### src/rtl/div_pkg.sv
// rtl/div_pkg.sv - shared types and helpers for the divided-clock monitor
package div_pkg;

    localparam int DIV_CNT_W = 8;

    typedef enum logic [1:0] {
        IDLE   = 2'd0,
        ARM    = 2'd1,
        MEAS   = 2'd2,
        LOCKED = 2'd3
    } div_state_t;

    // Sampling in the fast domain can land the high time on either half of an odd ratio.
    function automatic logic good_high(input logic [31:0] exp_n, input logic [31:0] high);
        return (high == (exp_n >> 1)) || (high == ((exp_n + 32'd1) >> 1));
    endfunction

endpackage

### src/rtl/div_clk_monitor_if.sv
// rtl/div_clk_monitor_if.sv - control/status bundle between the monitor and its user
interface div_clk_monitor_if #(
    parameter int CNT_W = div_pkg::DIV_CNT_W
);
    logic             en;
    logic [CNT_W-1:0] exp_period;
    logic             mon_clk;
    logic             err_clr;
    logic [CNT_W-1:0] period_o;
    logic [CNT_W-1:0] high_o;
    logic             meas_valid;
    logic             locked;
    logic             err;

    modport master (
        output en, exp_period, mon_clk, err_clr,
        input  period_o, high_o, meas_valid, locked, err
    );

    modport slave (
        input  en, exp_period, mon_clk, err_clr,
        output period_o, high_o, meas_valid, locked, err
    );
endinterface

### src/rtl/sync_edge_det.sv
// rtl/sync_edge_det.sv - multi-flop synchronizer with a registered-history rise pulse
module sync_edge_det #(
    parameter int STAGES = 2
) (
    input  logic clk,
    input  logic rst,
    input  logic d,
    output logic s,
    output logic rise
);
    logic [STAGES-1:0] chain;
    logic              s_d;

    always_ff @(posedge clk or posedge rst) begin
        if (rst) begin
            chain <= '0;
            s_d   <= 1'b0;
        end else begin
            chain <= {chain[STAGES-2:0], d};
            s_d   <= chain[STAGES-1];
        end
    end

    assign s    = chain[STAGES-1];
    assign rise = s & ~s_d;
endmodule

### src/rtl/div_clk_monitor.sv
// rtl/div_clk_monitor.sv - measures period/high time of a divided clock and tracks lock
module div_clk_monitor
    import div_pkg::*;
#(
    parameter int CNT_W       = DIV_CNT_W,
    parameter int LOCK_CNT    = 4,
    parameter int SYNC_STAGES = 2
) (
    input  logic           clk_in,
    input  logic           rst,
    div_clk_monitor_if.slave mon
);
    localparam int               GW      = $clog2(LOCK_CNT + 1);
    localparam logic [CNT_W-1:0] CNT_MAX = '1;

    div_state_t       state, state_nxt;
    logic [GW-1:0]    gcnt, gcnt_nxt;
    logic [CNT_W-1:0] exp_r, pcnt, hcnt, period_r, high_r;
    logic             meas_valid_r, err_r;
    logic             s, rise, timeout, good;
    logic             capture, set_err, clr_cnt;

    sync_edge_det #(.STAGES(SYNC_STAGES)) u_sync (
        .clk  (clk_in),
        .rst  (rst),
        .d    (mon.mon_clk),
        .s    (s),
        .rise (rise)
    );

    assign timeout = (pcnt == CNT_MAX) && !rise;
    assign good    = (pcnt == exp_r) && good_high(32'(exp_r), 32'(hcnt));

    always_comb begin
        state_nxt = state;
        gcnt_nxt  = gcnt;
        capture   = 1'b0;
        set_err   = 1'b0;
        clr_cnt   = 1'b0;
        if (!mon.en) begin
            state_nxt = IDLE;
            gcnt_nxt  = '0;
            clr_cnt   = 1'b1;
        end else begin
            case (state)
                IDLE: begin
                    state_nxt = ARM;
                    gcnt_nxt  = '0;
                    clr_cnt   = 1'b1;
                end
                ARM: begin
                    if (timeout) begin
                        set_err = 1'b1;
                        clr_cnt = 1'b1;
                    end else if (rise) begin
                        state_nxt = MEAS;
                        gcnt_nxt  = '0;
                    end
                end
                MEAS, LOCKED: begin
                    if (timeout) begin
                        state_nxt = ARM;
                        gcnt_nxt  = '0;
                        set_err   = 1'b1;
                        clr_cnt   = 1'b1;
                    end else if (rise) begin
                        capture = 1'b1;
                        if (!good) begin
                            state_nxt = MEAS;
                            gcnt_nxt  = '0;
                            set_err   = 1'b1;
                        end else if (state == MEAS) begin
                            gcnt_nxt = gcnt + GW'(1);
                            if (gcnt == GW'(LOCK_CNT - 1))
                                state_nxt = LOCKED;
                        end
                    end
                end
                default: state_nxt = IDLE;
            endcase
        end
    end

    always_ff @(posedge clk_in or posedge rst) begin
        if (rst) begin
            state        <= IDLE;
            gcnt         <= '0;
            exp_r        <= '0;
            pcnt         <= '0;
            hcnt         <= '0;
            period_r     <= '0;
            high_r       <= '0;
            meas_valid_r <= 1'b0;
            err_r        <= 1'b0;
        end else begin
            state        <= state_nxt;
            gcnt         <= gcnt_nxt;
            meas_valid_r <= capture;
            // A new mismatch in the same cycle as a clear must not be lost.
            err_r        <= (err_r & ~mon.err_clr) | set_err;
            if (state == IDLE || state == ARM)
                exp_r <= mon.exp_period;
            if (capture) begin
                period_r <= pcnt;
                high_r   <= hcnt;
            end
            if (clr_cnt) begin
                pcnt <= '0;
                hcnt <= '0;
            end else if (rise) begin
                pcnt <= CNT_W'(1);
                hcnt <= CNT_W'(1);
            end else begin
                pcnt <= (pcnt == CNT_MAX) ? pcnt : pcnt + CNT_W'(1);
                hcnt <= hcnt + CNT_W'(s);
            end
        end
    end

    assign mon.period_o   = period_r;
    assign mon.high_o     = high_r;
    assign mon.meas_valid = meas_valid_r;
    assign mon.locked     = (state == LOCKED);
    assign mon.err        = err_r;
endmodule

### src/flat_wrapper.sv
// flat-port wrapper written by rule: the top's interface ports become plain ports
module div_clk_monitor_flat import div_pkg::*;
#(
    parameter int CNT_W       = DIV_CNT_W,
    parameter int LOCK_CNT    = 4,
    parameter int SYNC_STAGES = 2
)
  (clk_in, rst, mon_en, mon_exp_period, mon_mon_clk, mon_err_clr, mon_period_o, mon_high_o, mon_meas_valid, mon_locked, mon_err);
  div_clk_monitor_if #(.CNT_W(CNT_W)) mon_i ();
  input  logic clk_in;
  input  logic rst;
  input wire logic [$bits(mon_i.en)-1:0] mon_en;
  input wire logic [$bits(mon_i.exp_period)-1:0] mon_exp_period;
  input wire logic [$bits(mon_i.mon_clk)-1:0] mon_mon_clk;
  input wire logic [$bits(mon_i.err_clr)-1:0] mon_err_clr;
  output wire logic [$bits(mon_i.period_o)-1:0] mon_period_o;
  output wire logic [$bits(mon_i.high_o)-1:0] mon_high_o;
  output wire logic [$bits(mon_i.meas_valid)-1:0] mon_meas_valid;
  output wire logic [$bits(mon_i.locked)-1:0] mon_locked;
  output wire logic [$bits(mon_i.err)-1:0] mon_err;
  assign mon_i.en = mon_en;
  assign mon_i.exp_period = mon_exp_period;
  assign mon_i.mon_clk = mon_mon_clk;
  assign mon_i.err_clr = mon_err_clr;
  assign mon_period_o = mon_i.period_o;
  assign mon_high_o = mon_i.high_o;
  assign mon_meas_valid = mon_i.meas_valid;
  assign mon_locked = mon_i.locked;
  assign mon_err = mon_i.err;
  div_clk_monitor #(.CNT_W(CNT_W), .LOCK_CNT(LOCK_CNT), .SYNC_STAGES(SYNC_STAGES)) u_core (.clk_in(clk_in), .rst(rst), .mon(mon_i));
endmodule
### config.mk
export PLATFORM = sky130hd
export DESIGN_NAME = div_clk_monitor_flat
export DESIGN_NICKNAME = d
export VERILOG_FILES = /design/src/rtl/div_pkg.sv /design/src/rtl/div_clk_monitor_if.sv /design/src/rtl/sync_edge_det.sv /design/src/rtl/div_clk_monitor.sv /design/src/flat_wrapper.sv
export SDC_FILE = /design/constraint.sdc
export NUM_CORES = 1
export LEC_CHECK = 0
export CAP_MARGIN = 20
export CORE_AREA = 2 2 89 91
export CTS_CLUSTER_DIAMETER = 200
export DETAILED_ROUTE_END_ITERATION = 10
export DIE_AREA = 0 0 91 93
export DONT_BUFFER_PORTS = 1
export GPL_TIMING_DRIVEN = 0
export MAX_ROUTING_LAYER = met4
export PLACE_DENSITY_LB_ADDON = 0.08
export SETUP_SLACK_MARGIN = 0.3
export SYNTH_ARGS = -nofsm -noshare
export SYNTH_HDL_FRONTEND = slang
export SYNTH_SLANG_ARGS = --single-unit
export TNS_END_PERCENT = 1
### constraint.sdc
create_clock -name clk_in -period 2 [get_ports clk_in]
set_input_delay 0.3 -clock clk_in [delete_from_list [all_inputs] [get_ports clk_in]]
set_output_delay 0.3 -clock clk_in [all_outputs]
set_load 0.005 [all_outputs]
==> impl_metrics.env <==
export IMPL_outcome="finished, violations left"
export IMPL_violations="negative setup slack"
export IMPL_slew_headroom_pct=65.6
export IMPL_yosysMostFrequentCell="dfrtp_1"
export IMPL_port_buffers=0
export IMPL_power_uw=2040
export IMPL_grt_max_degree=30
export IMPL_clock_sinks=50
export IMPL_cts_max_path_buffers=2
export IMPL_startpoint_type="register"
export IMPL_async_flop_share_pct=100
export IMPL_fin_hold_ws_ns=0.133
export IMPL_wl_per_cell_um=16.1
export IMPL_synth_fp_nets=250
export IMPL_nNetsFinal=272
export IMPL_avgSynthCellArea_sq_um=11.1
export IMPL_drive_above_1_share_pct=29.5
export IMPL_rsz0062_at_grt="yes"
export IMPL_vias_per_cell=5.04
export IMPL_end_kind="register"
export IMPL_worst_slew_pin_slew_ns=0.515
export IMPL_min_from="mon_exp_period[6]"
export IMPL_place_gp_congestion=0.844
export IMPL_power_leakage_uw=0.00128
export IMPL_syn_cell_area_sq_um=2570
export IMPL_synth_area_leaders="dfrtp_1 49%, mux2_2 9.6%, xnor2_1 5.8%"
export IMPL_ir_drop_mv=0.267
export IMPL_worst_slack_ns=-0.189
export IMPL_hold_class="in2reg"
export IMPL_synth_edf_count=0
export IMPL_dpl_hpwl_um=3990
export IMPL_grt_remaining_overflow=0
export IMPL_place_area_sq_um=2750
export IMPL_min_period_ns=2.19
export IMPL_fp_dieH_um=93
export IMPL_worstSkewPairLatency_ns=0.31
export IMPL_r2r_setup_slack_ns=-0.19
export IMPL_route_detailed_drc=0
export IMPL_power_density_nw_per_um2=676
export IMPL_dieArea_sq_um=8460
export IMPL_timing_rr_end="u_core.mon.err$_DFF_PP0_"
export IMPL_cp_arrival_ns=2.38
export IMPL_cts_buffers=5
export IMPL_rows=32
export IMPL_grt_pass1_wl_um=9870
export IMPL_min_to="u_core.exp_r[6]$_DFFE_PP0P_"
export IMPL_filler_cell_count=763
export IMPL_cts_htree_levels=2
export IMPL_slew_viol_final=0
export IMPL_ant_nets=0
export IMPL_syn_inst=231
export IMPL_antenna_found_initial=0
export IMPL_cp_max_fo=4
export IMPL_hold_violations=0
export IMPL_num_antenna_cells=0
export IMPL_initial_core_util_pct=34.2
export IMPL_synth_top_area_share_pct=48.6
export IMPL_ys_warn_count=0
export IMPL_path_class="reg2reg"
export IMPL_setup_viol=5
export IMPL_grt_usage_pct=15.4
export IMPL_num_vias=1794
export IMPL_r2r_start="u_core.exp_r[5]$_DFFE_PP0P_"
export IMPL_coreArea_sq_um=7530
export IMPL_cts_root_buf="clkbuf_8"
export IMPL_first_pass_iters=4
export IMPL_clk_pin_slew_ns=0.09
export IMPL_worst_path_largest_cell_delay_ns=0.47
export IMPL_wirelength_um=5710
export IMPL_ys_seq_area_share_pct=48.6
export IMPL_hold_depth=1
export IMPL_synthToLayoutAreaGrowth_pct=17.3
export IMPL_num_io_pins=32
export IMPL_yosys_area_top_type="dfrtp_1"
export IMPL_synth_distinct_cells=49
export IMPL_maxCapViolations=0
export IMPL_ff2ff_path_depth=6
export IMPL_clock_fmax_ghz=0.457
export IMPL_die_w_um=91
export IMPL_final_cell_area_sq_um=3020
export IMPL_fin_crit_sh_pct=109
export IMPL_fin_tns_setup_ns=-0.751
export IMPL_yosys_register_bits=50
export IMPL_synth_top_cells_by_count="50 x dfrtp_1, 22 x mux2_2, 20 x nor2_1"
export IMPL_clock_skew_ns=0.00948
export IMPL_path_cells="xnor2_1 -> or3_1 -> a211o_1 -> a211oi_4 -> o211ai_2 -> a221o_1"
export IMPL_grt_pass1_vias=1875
export IMPL_drtIter0Drc=62
export IMPL_critical_path_required_ns=2.19
export IMPL_synthFlopType="dfrtp_1"
export IMPL_slowest_stage="dfrtp_2"
export IMPL_cts_tree="built"
## layout by cell type (no fill, tap or decap), drive strengths merged, types with 3 or more instances in the layout
master and instances:
dfrtp 50, mux2 24, nor2 22, xnor2 17, buf 16, clkbuf 13, nand2 12, xor2 12
nand3 11, o21ai 9, inv 8, nand4 7, o211ai 6, ha 6, a21oi 4, and3 4
or3 3
## worst max-delay path, delay by kind of cell (launching register included)
kind	cells	cell delay (ns)
AOI/OAI and AO/OA	4	1.07
xor gates and xnor gates	1	0.17
DFF	1	0.47
and+or+nand+nor	1	0.36
## layout make-up
type	count	area, sq um	area share, %
plain buffers	9	66.3	2.20
clock buffers	7	96.3	3.19
inverters	8	30.0	0.995
multi-input cells	164	1290	42.8
repair buffers	15	138	4.56
flip-flops and latches	50	1260	41.7
clock inverters	1	8.76	0.290
well taps	102	128	4.23
## cell families after synthesis
family,synth area share (%)
xor+xnor,9.87
buf+inv,3.06
compound gates,10.1
simple gates,15.0
mux,10.5
flops,48.6
fa+ha+maj,2.92
## layer usage
metal  GRT usage (%)  up-vias  routed length, um
met4            6.06        0                 94
met3            2.50        9                189
met2            24.3       38               2770
li1                -      858                  -
met5               -        -                  0
met1            19.9      889               2660
## metrics by stage
stage | setup WS, ns | cells | util [%]
6_report | -0.189 | 356 | 40.1
3_3_place_gp | -0.349 | 333 | 36.3
2_1_floorplan | -0.0946 | 231 | -
5_1_grt | -0.270 | 356 | 40.1
4_1_cts | -0.138 | 355 | 39.8
3_5_place_dp | -0.339 | 334 | 36.6
## state kept, by name, indices dropped and copies added (netlist names)
register,flops
u_core.mon.high_o,8
u_core.mon.err,1
u_core.gcnt,3
u_core.state,2
u_core.u_sync.chain,2
u_core.u_sync.s_d,1
u_core.mon.period_o,8
u_core.hcnt,8
u_core.exp_r,8
u_core.mon.meas_valid,1
u_core.pcnt,8
## repair_timing
action,in CTS,in global routing
setup endpoints to repair,25,25
gates resized for setup,16,5
setup buffers,12,0
hold endpoints to repair,21,1
pin swaps,7,1
hold buffers,1,1
## power breakdown
group	switching, uW	internal, uW	leakage (uW)
Combinational	151	134	0.000569
Sequential	46.5	1050	0.000662
Clock	342	318	0.0000544
## worst max-delay path by stage
| stage | from | endpoint | slack (ns) | depth (start not counted) |
|---|---|---|---|---|
| finish | u_core.exp_r[5]$_DFFE_PP0P_ | u_core.mon.err$_DFF_PP0_ | -0.19 | 6 |
| global route | u_core.exp_r[0]$_DFFE_PP0P_ | u_core.mon.err$_DFF_PP0_ | -0.27 | 7 |
| CTS | u_core.exp_r[1]$_DFFE_PP0P_ | u_core.mon.err$_DFF_PP0_ | -0.14 | 7 |
| detailed placement | u_core.exp_r[5]$_DFFE_PP0P_ | u_core.mon.err$_DFF_PP0_ | -0.34 | 6 |
| global placement | u_core.exp_r[5]$_DFFE_PP0P_ | u_core.mon.err$_DFF_PP0_ | -0.35 | 6 |
| floorplan | u_core.exp_r[5]$_DFFE_PP0P_ | u_core.mon.err$_DFF_PP0_ | -0.09 | 6 |
No activity file was read; power rests on OpenSTA's default activity.
